### config.mk
export PLATFORM = sky130hd
export DESIGN_NAME = led_pattern_driver
export DESIGN_NICKNAME = d
export VERILOG_FILES = /design/src/rtl/led_pattern_driver.sv
export SDC_FILE = /design/constraint.sdc
export NUM_CORES = 1
export LEC_CHECK = 0
export BUFFER_PORTS_ARGS = -buffer_cell sky130_fd_sc_hd__buf_4
export CAP_MARGIN = 20
export CORE_UTILIZATION = 45
export CTS_CLUSTER_DIAMETER = 40
export DETAILED_ROUTE_END_ITERATION = 16
export HOLD_SLACK_MARGIN = 0.02
export PLACE_DENSITY = 0.7
export SLEW_MARGIN = 10
export SYNTH_ARGS = -nofsm -noshare
export SYNTH_HDL_FRONTEND = slang
export SYNTH_SLANG_ARGS = --single-unit
### constraint.sdc
create_clock -name sys_clk -period 5.7 [get_ports sys_clk]
set_input_delay 1.14 -clock sys_clk [delete_from_list [all_inputs] [get_ports sys_clk]]
set_output_delay 1.14 -clock sys_clk [all_outputs]
set_load 0.01 [all_outputs]
### src/rtl/led_pattern_driver.sv
// LED pattern driver: static, blink, flow and PWM-dimmed patterns
// on four active-high LEDs, loaded through a valid/ready command port.
module led_pattern_driver #(
  parameter int STEP_CYCLES = 25_000_000,
  parameter int PWM_DIV     = 8
) (
  input  logic       sys_clk,
  input  logic       sys_rst,
  input  logic       cmd_valid,
  output logic       cmd_ready,
  input  logic [1:0] cmd_mode,
  input  logic [3:0] cmd_pattern,
  input  logic [3:0] cmd_duty,
  output logic [3:0] led,
  output logic [1:0] cur_mode
);

  localparam int SW = (STEP_CYCLES > 2) ? $clog2(STEP_CYCLES) : 1;
  localparam int PW = (PWM_DIV > 1) ? $clog2(PWM_DIV) : 1;
  localparam logic [SW-1:0] STEP_LAST = SW'(STEP_CYCLES - 1);
  localparam logic [PW-1:0] DIV_LAST  = PW'(PWM_DIV - 1);

  localparam logic [1:0] M_STATIC = 2'd0;
  localparam logic [1:0] M_BLINK  = 2'd1;
  localparam logic [1:0] M_FLOW   = 2'd2;
  localparam logic [1:0] M_PWM    = 2'd3;

  typedef enum logic [1:0] {
    S_OFF,
    S_LOAD,
    S_RUN
  } state_t;

  state_t state, state_nxt;

  logic          accept;
  logic [1:0]    mode_q;
  logic [3:0]    pat_q;
  logic [3:0]    duty_q;
  logic [SW-1:0] step_cnt, step_nxt;
  logic [PW-1:0] div_cnt, div_nxt;
  logic [3:0]    slot, slot_nxt;
  logic [3:0]    led_nxt;
  logic [1:0]    cur_mode_nxt;
  logic          ready_nxt;
  logic          step_fire;
  logic          div_wrap;

  assign accept = cmd_valid && cmd_ready;

  always_ff @(posedge sys_clk) begin
    if (sys_rst) state <= S_OFF;
    else         state <= state_nxt;
  end

  always_comb begin
    state_nxt = state;
    unique case (state)
      S_OFF:   if (accept) state_nxt = S_LOAD;
      S_LOAD:  state_nxt = S_RUN;
      S_RUN:   if (accept) state_nxt = S_LOAD;
      default: state_nxt = S_OFF;
    endcase
  end

  // On an accept edge the running pattern freezes; LOAD restarts it.
  always_comb begin
    led_nxt      = led;
    cur_mode_nxt = cur_mode;
    step_nxt     = step_cnt;
    div_nxt      = div_cnt;
    slot_nxt     = slot;
    step_fire    = (step_cnt == STEP_LAST);
    div_wrap     = (div_cnt == DIV_LAST);
    ready_nxt    = (state_nxt != S_LOAD);
    unique case (state)
      S_LOAD: begin
        step_nxt     = '0;
        div_nxt      = '0;
        slot_nxt     = '0;
        cur_mode_nxt = mode_q;
        led_nxt      = (mode_q == M_PWM && duty_q == 4'd0) ? 4'b0000 : pat_q;
      end
      S_RUN: begin
        if (!accept) begin
          unique case (mode_q)
            M_STATIC: led_nxt = pat_q;
            M_BLINK: begin
              step_nxt = step_fire ? '0 : step_cnt + SW'(1);
              if (step_fire) led_nxt = (led == 4'b0000) ? pat_q : 4'b0000;
            end
            M_FLOW: begin
              step_nxt = step_fire ? '0 : step_cnt + SW'(1);
              if (step_fire) led_nxt = {led[2:0], led[3]};
            end
            M_PWM: begin
              div_nxt  = div_wrap ? '0 : div_cnt + PW'(1);
              slot_nxt = div_wrap ? slot + 4'd1 : slot;
              led_nxt  = (slot_nxt < duty_q) ? pat_q : 4'b0000;
            end
            default: ;
          endcase
        end
      end
      default: ;
    endcase
  end

  always_ff @(posedge sys_clk) begin
    if (sys_rst) begin
      cmd_ready <= 1'b1;
      led       <= 4'b0000;
      cur_mode  <= 2'd0;
      step_cnt  <= '0;
      div_cnt   <= '0;
      slot      <= 4'd0;
      mode_q    <= 2'd0;
      pat_q     <= 4'd0;
      duty_q    <= 4'd0;
    end else begin
      cmd_ready <= ready_nxt;
      led       <= led_nxt;
      cur_mode  <= cur_mode_nxt;
      step_cnt  <= step_nxt;
      div_cnt   <= div_nxt;
      slot      <= slot_nxt;
      if (accept) begin
        mode_q <= cmd_mode;
        pat_q  <= cmd_pattern;
        duty_q <= cmd_duty;
      end
    end
  end

endmodule

=== Yosys cells after proc, flatten, opt, wreduce, memory -nomap -nowiden ===
Cells that the tools add are included.

* Word-level logic and storage cells: 61
* Flip-flop bits (word level): 51
* Output and inout port bits: 7

* Magnitude comparators: 1
* Add/subtract/negate cells: 3
* Reductions and logical operators: 12
* Eq/ne operators: 13
* Mux-type cells: 22

{| class="wikitable"
|+ Operator list
! kind !! number
|-
| 2-to-1 mux 25 bit || 3
|-
| one-hot mux 25 bit (2 select lines) || 1
|-
| 2-to-1 mux 4 bit || 9
|-
| adder 25 x 1 -> 25 bit, second input constant || 1
|-
| == test 25 bit, second input constant || 1
|-
| one-hot mux 4 bit (2 select lines) || 2
|-
| one-hot mux 4 bit (4 select lines) || 1
|-
| 2-to-1 mux 3 bit || 3
|-
| logical NOT 4 bit || 2
|-
| == test 2 bit, second input constant || 3
|-
| != test 2 bit, second input constant || 3
|-
| != test 3 bit, second input constant || 2
|-
| one-hot mux 3 bit (2 select lines) || 1
|-
| AND reduction 3 bit || 2
|-
| adder 4 x 1 -> 4 bit, second input constant || 1
|-
| == test 2 x 1 -> 1 bit, second input constant || 2
|-
| logical NOT 2 bit || 2
|-
| < comparator 4 bit || 1
|-
| one-hot mux 2 bit (2 select lines) || 1
|-
| AND reduction 4 bit || 1
|-
| OR reduction 2 bit || 2
|-
| adder 3 x 1 -> 3 bit, second input constant || 1
|-
| == test 3 bit, second input constant || 1
|-
| logical AND 1 bit || 2
|-
| other kinds (3) || 3
|}

=== Depth between registers and ports, before layout ===
Gate-level depths: netlist (run 1).

* Depth in word-level cells: 7
* Depth in mapped cells: 10
* Mapped depth without buffers: 10

=== Worst setup path after synthesis (run 1) ===
OpenSTA, ideal clock, no wires.

* Kind: in2reg
* From: in cmd_valid
* To: reg step_cnt[15]
* Stages: 5
* Library setup time: 0.070 ns
* Setup slack: 3.104 ns
* Arrival time: 2.526 ns
* Path buffers: 0
* Cell sequence: nand2_1 > a31oi_1 > or3_1 > or4_2 > a21oi_1

* Cells in the longest elaborated chain, start to end: 3

{| class="wikitable"
|+ RTL lines
! what !! RTL line !! source
|-
| start, declared || 9 || <nowiki>input logic cmd_valid,</nowiki>
|-
| logical AND 1 bit || 49 || <nowiki>assign accept = cmd_valid && cmd_ready;</nowiki>
|-
| != test 2 bit (no source line) || n/a ||
|-
| AND reduction 3 bit (no source line) || n/a ||
|-
| end signal, assigned || 124 || <nowiki>step_cnt <= step_nxt;</nowiki>
|-
| end, declared || 40 || <nowiki>logic [SW-1:0] step_cnt, step_nxt;</nowiki>
|}

Every way passes these cells.
A chain may end at the register's enable or synchronous reset.

=== Final worst setup path (run 1) ===
Ends and elaborated chain as after synthesis.

==> results.py, run 1 <==
metrics = {
    "timing": {
        "finalHoldViolations": 0,
        "fmax_mhz": 352,
        "clock_skew_ns": 0.00837,
        "finalSetupTns_ns": 0,
        "relSlewSlack": 0.622,
        "period_share": 0.498,
        "maxSlewViolCount": 0,
        "tightest_slew_ns": 0.562,
        "finalWorstSetupSlack_ns": 2.86,
        "fin_crit_ns": 2.84,
        "rsz0062_at_grt": "false",
        "setup_viol": 0,
    },
    "clocking": {
        "post_cts_buffers": 0,
        "cts_buffers": 5,
        "clkLatencyLatePin_ns": 0.30,
        "cts_buffer_depth": 2,
        "cts_sinks": 51,
        "h-tree-depth": 2,
        "cts_resized": 0,
        "tritoncts": "yes",
        "hold_buffers": 0,
        "root_buffer": "clkbuf_8",
        "path_clk_slew_ns": 0.09,
    },
    "status": {
        "status": "complete, no violations",
    },
    "cells_and_area": {
        "drive_above_1_share": 0.133,
        "finalNonFillerCells": 404,
        "antenna_cells": 0,
        "fin_area_mm2": 0.00300,
        "ff_latch_area_mm2": 0.00102,
        "fillers": 519,
        "multi_input_area_mm2": 0.00157,
        "nNetsFinal": 360,
        "area_growth_pct": 11.2,
    },
    "drt": {
        "drc": 0,
        "routed_wirelength_um": 5490,
        "drtIter0Drc": 105,
        "dr.pass1.iters": 4,
        "ant_nets": 0,
        "route.vias.total": 2257,
        "via_per_inst": 5.59,
        "wl_per_cell_um": 13.6,
    },
    "worst_setup_path": {
        "cp.required_ns": 5.94,
        "slowest_delay_ns": 0.54,
        "path_cells": "buf_4 > nand2_1 > a31oi_1 > buf_4 > or3_1 > or4_2 > a21oi_1",
        "critPathArrivalTime_ns": 3.08,
        "crit_fanout": 17,
        "critPathMostFrequentCell": "buf_4",
        "crit_type": "in -> reg",
        "end_kind": "register",
        "cp_slowest_cell": "or4_2",
        "start_kind": "input pin",
        "r2r_slack_ns": 3.15,
    },
    "synth": {
        "synth_xor_area_frac": 0.0520,
        "synth.net_count": 344,
        "synth_seq_cells": 51,
        "muxShareOfSynthArea": 0.0153,
        "ys_warn_count": 0,
        "synth_edf_count": 0,
        "synth_top_family_by_area": "simple AND/OR/NAND/NOR gates",
        "yosys-top-cells-area": "dfxtp_1 38%, ha_1 7.0%, nand2_1 5.4%, nor2_1 4.3%, a21oi_1 3.9%",
        "yosysTopAreaCell": "dfxtp_1",
        "postSynthAreaPerCell_um2": 8.52,
        "synth_top_cell_area_share": 0.379,
        "syn_inst": 316,
        "synth-simple-area-share": 0.307,
        "synth_area_mm2": 0.00269,
        "synthAdderAreaFrac": 0.0697,
        "seq_area_frac_synth": 0.379,
        "synth_top_flop_cell": "dfxtp_1",
        "synth_cell_types": 53,
        "synth_compound_area_frac": 0.140,
        "async_reset_ff_frac": 0,
    },
    "floorplanning": {
        "pin_count": 20,
        "core_area_mm2": 0.00564,
        "start_util": 0.477,
        "die_area_mm2": 0.00630,
        "die_x_um": 79.4,
        "num_rows": 27,
        "die_y_um": 79.4,
    },
    "worst_hold_path": {
        "worstHoldPathType": "reg -> reg",
    },
    "grt": {
        "top_usage_layer": "met2",
        "grt_use_met2": 0.312,
        "grt_pass1_wl_um": 9520,
        "overflow": 0,
        "grtUsageTotal": 0.192,
        "grt_max_degree": 39,
        "globalRouteMet3Util": 0.0343,
        "globalRouteMet1Util": 0.249,
        "grt_pass1_vias": 2111,
        "antenna_found_initial": 0,
    },
    "pwr": {
        "power_per_cell_area_mw_per_mm2": 245,
        "total_power_w": 0.000735,
        "power.leakage_nw": 1.07,
        "vdd_ir_drop_max_v": 0.000155,
    },
    "placed_design": {
        "routabilityCongestion": 0.827,
        "dp.final_hpwl_um": 3870,
        "post-place-ws_ns": 2.54,
        "io_buffer_count": 19,
        "dp_cells": 396,
        "postPlaceCellArea_mm2": 0.00289,
    },
    "flow_run": {
        "maxCapViolCount": 0,
    },
}
[final timing paths]
kind	cells after the start	startpoint	to
worst min register to register	2	pat_q[1]	pat_q[1]
worst max register to register	8	state[0]	step_cnt[15]
worst max-delay path	7	cmd_valid	step_cnt[15]
worst min-delay path	2	pat_q[1]	pat_q[1]
[kinds of logic (layout without fill, tap and decap cells)]
| group | Yosys count | in the layout |
|---|---|---|
| AOI/OAI and AO/OA | 59 | 59 |
| xor gates and xnor gates | 16 | 16 |
| adders and majority gates | 15 | 15 |
| buffers and inverters | 26 | 42 |
| DFF | 51 | 51 |
| muxes | 4 | 4 |
| and+or+nand+nor | 145 | 145 |
[critical path, delay by kind of cell]
family	cells	cell delay, ns
and+or+nand+nor	3	1.31
AOI/OAI and AO/OA	2	0.29
buffers and inverters	2	0.33
[synth_stat cells, drive strengths merged (4+ instances only)]
cell type and instances:
or4b 4, and2 6, nor4b 4, xnor2 8
a31oi 9, nand4bb 4, nand2 39, a22oi 10
nor2 31, dfxtp 51, a21oi 21, xor2 8
and3 4, nand4 10, a211oi 7, or3 4
ha 15, inv 14, or3b 4, nand3 15
clkbuf 9
[cell usage in the layout (no fill, tap or decap), types with 4 or more instances in the layout]
cell type / Yosys / routed
nand3_1: 15 / 15
and2_1: 5 / 5
a21oi_1: 21 / 21
nand4_1: 9 / 9
a31oi_1: 9 / 9
nor4b_1: 4 / 4
nor2_1: 31 / 31
xnor2_1: 8 / 8
a22oi_1: 10 / 10
buf_4: 0 / 21
ha_1: 15 / 15
or3_1: 4 / 4
xor2_1: 8 / 8
clkbuf_8: 0 / 5
or3b_2: 4 / 4
a211oi_1: 7 / 7
inv_1: 14 / 14
nand2_1: 39 / 39
dfxtp_1: 51 / 51
[routing by layer]
layer  share of wire  up-vias
met2            0.46       52
li1                -     1165
met3           0.036        9
met5               0        -
met1            0.48     1031
met4           0.016        0
[area by class of cell]
class | count | area share
clock buffers | 6 | 0.0242
clock inverters | 1 | 0.0100
inverters | 14 | 0.0175
multi-input cells | 239 | 0.525
flip-flops and latches | 51 | 0.341
well taps | 72 | 0.0301
repair buffers | 21 | 0.0526
[registers in the layout, summed over array words and instances (netlist names)]
| name | count |
|---|---|
| pat_q | 4 |
| step_cnt | 25 |
| led | 4 |
| cur_mode | 2 |
| state | 2 |
| slot | 4 |
| div_cnt | 3 |
| cmd_ready | 1 |
| mode_q | 2 |
| duty_q | 4 |
[where the power goes]
group | switching (W) | internal (W) | leakage, nW | total [W]
sequential | 0.0000144 | 0.000372 | 0.414 | 0.000386
combinational | 0.0000647 | 0.0000440 | 0.601 | 0.000109
clock | 0.000112 | 0.000129 | 0.0513 | 0.000241
[per-stage QoR]
stage,hold slack [ns],utilization
2_1_floorplan,0.436,-
3_3_place_gp,0.443,0.512
3_5_place_dp,0.450,0.512
4_1_cts,0.463,0.530
5_1_grt,0.483,0.531
6_report,0.460,0.531
Note: power is estimated with default switching activity, not from simulation.
==> run 2, diff against run 1 <==
- PLACE_DENSITY: 0.7 -> 0.72
- clock period: 5.7 -> 2.4 ns (I/O delays scaled with it)
==> results.py, run 2 (synthesized netlist as in run 1, its figures left out) <==
metrics = {
    "cells_and_area": {
        "multi_input_area_mm2": 0.00164,
        "largest_reg_flops": 25,
        "largest_register": "step_cnt",
        "antenna_cells": 0,
        "layout_common_cells": "49 x dfxtp_1, 39 x nand2_1, 31 x nor2_1",
        "nNetsFinal": 369,
        "final_common_cell": "dfxtp_1",
        "drive_above_1_share": 0.187,
        "area_growth_pct": 17.3,
        "finalNonFillerCells": 414,
        "ff_latch_area_mm2": 0.00102,
        "fin_util": 0.560,
        "fillers": 487,
        "fin_area_mm2": 0.00316,
    },
    "timing": {
        "fin_crit_ns": 2.37,
        "rsz0062_at_grt": "true",
        "tightest_slew_ns": 0.595,
        "relSlewSlack": 0.600,
        "clock_skew_ns": 0.00956,
        "finalHoldViolations": 0,
        "setup_viol": 0,
        "maxSlewViolCount": 0,
        "fmax_mhz": 423,
        "finalSetupTns_ns": 0,
        "period_share": 0.985,
    },
    "grt": {
        "antenna_found_initial": 0,
        "overflow": 0,
        "grt_pass1_wl_um": 9810,
        "grtUsageTotal": 0.196,
        "grt_max_degree": 39,
        "grt_pass1_vias": 2104,
    },
    "drt": {
        "drtIter0Drc": 110,
        "via_per_inst": 5.59,
        "wl_per_cell_um": 14.0,
        "route.vias.total": 2315,
        "drc": 0,
        "dr.pass1.iters": 4,
        "routed_wirelength_um": 5810,
        "ant_nets": 0,
    },
    "worst_setup_path": {
        "crit_type": "reg -> reg",
        "critPathArrivalTime_ns": 2.54,
        "worst_r2r_path_depth": 10,
        "crit_fanout": 4,
        "slowest_delay_ns": 0.44,
        "critPathTopFamily": "compound AO/OA/AOI/OAI gates",
        "r2r_end": "led[1]",
        "r2r-start": "div_cnt[1]",
        "end_kind": "register",
        "r2r_slack_ns": 0.03,
        "cp_slowest_cell": "a211oi_1",
        "cp_num_buf_inv": 0,
        "start_kind": "register",
        "path_cells": "ha_4 > ha_4 > nand4_1 > xnor2_2 > ha_2 > nor3b_1 > a211oi_1 > o22ai_4 > a22oi_2 > a211oi_2",
        "cp.required_ns": 2.58,
        "critPathMostFrequentCell": "ha_4",
    },
    "clocking": {
        "clkLatencyLatePin_ns": 0.30,
        "cts_sinks": 51,
        "cts_buffers": 5,
        "h-tree-depth": 2,
        "tritoncts": "yes",
        "path_clk_slew_ns": 0.09,
        "root_buffer": "clkbuf_8",
        "cts_buffer_depth": 2,
    },
    "status": {
        "status": "complete, no violations",
    },
    "placed_design": {
        "routabilityCongestion": 0.834,
        "dp_cells": 405,
        "dp.final_hpwl_um": 4100,
        "postPlaceCellArea_mm2": 0.00295,
        "io_buffer_count": 19,
    },
    "floorplanning": {
        "core_area_mm2": 0.00564,
        "pin_count": 20,
        "die_area_mm2": 0.00630,
        "die_y_um": 79.4,
        "num_rows": 27,
        "start_util": 0.477,
        "die_x_um": 79.4,
    },
    "pwr": {
        "power_per_cell_area_mw_per_mm2": 603,
        "power.leakage_nw": 1.13,
        "vdd_ir_drop_max_v": 0.000403,
        "total_power_w": 0.00190,
    },
    "flow_run": {
        "maxCapViolCount": 0,
    },
    "worst_hold_path": {
        "whs_path_depth": 3,
        "worstHoldPathType": "in -> reg",
        "min-delay-start": "cmd_pattern[3]",
        "hold_end": "pat_q[3]",
    },
}
==> run 2: repair_timing <==
item / CTS / global route
setup buffers: 0 / 1
hold buffers: 0 / 0
endpoints found under the setup margin: 4 / 4
pin swaps: 2 / 7
resized for setup: 5 / 8
==> run 2: through the flow <==
| stage | hold slack, ns | worst slack, ns |
|---|---|---|
| after floorplan | 0.436 | 0.153 |
| after global placement | 0.449 | 0.00633 |
| after detailed placement | 0.450 | -0.0951 |
| after CTS | 0.411 | 0.00376 |
| after global routing | 0.419 | -0.0430 |
| final | 0.418 | 0.0348 |
==> run 2: power by group <==
group,total [W],switching (W),internal [W]
Sequential,0.000916,0.0000334,0.000882
Combinational,0.000288,0.000167,0.000121
Clock,0.000701,0.000284,0.000417
Total,0.00190,0.000484,0.00142
==> run 2: worst max-delay path by stage <==
stage / cells past startpoint / from / slack [ns] / end
3_5_place_dp: 9 / div_cnt[0] / -0.1 / led[1]
4_1_cts: 9 / div_cnt[0] / 0.004 / led[2]
6_report: 10 / div_cnt[1] / 0.03 / led[1]
3_3_place_gp: 9 / div_cnt[0] / 0.006 / led[1]
5_1_grt: 10 / div_cnt[1] / -0.04 / led[1]
2_1_floorplan: 9 / div_cnt[0] / 0.15 / led[0]
==> run 2: cell type report <==
| cell class | instances | area share |
|---|---|---|
| Timing Repair Buffer | 30 | 0.0713 |
| Tap cell | 72 | 0.0285 |
| Clock inverter | 2 | 0.0190 |
| Clock buffer | 6 | 0.0230 |
| Inverter | 14 | 0.0166 |
| Multi-Input combinational cell | 239 | 0.518 |
| Sequential cell | 51 | 0.324 |
==> run 2: layer usage <==
layer / track usage / vias up / wire [um]
li1: - / 1183 / -
met1: 0.263 / 1080 / 2810
met2: 0.321 / 41 / 2720
met3: 0.0320 / 11 / 187
met4: 0.0636 / 0 / 91
met5: 0 / - / 0
==> run 2: worst register-to-register path, cell delays in order, from the launching register on <==
cell      delay [ns]
dfxtp_2         0.36
ha_4            0.15
ha_4            0.14
nand4_1         0.15
xnor2_2         0.18
ha_2            0.31
nor3b_1         0.05
a211oi_1        0.44
o22ai_4         0.17
a22oi_2         0.20
a211oi_2        0.09
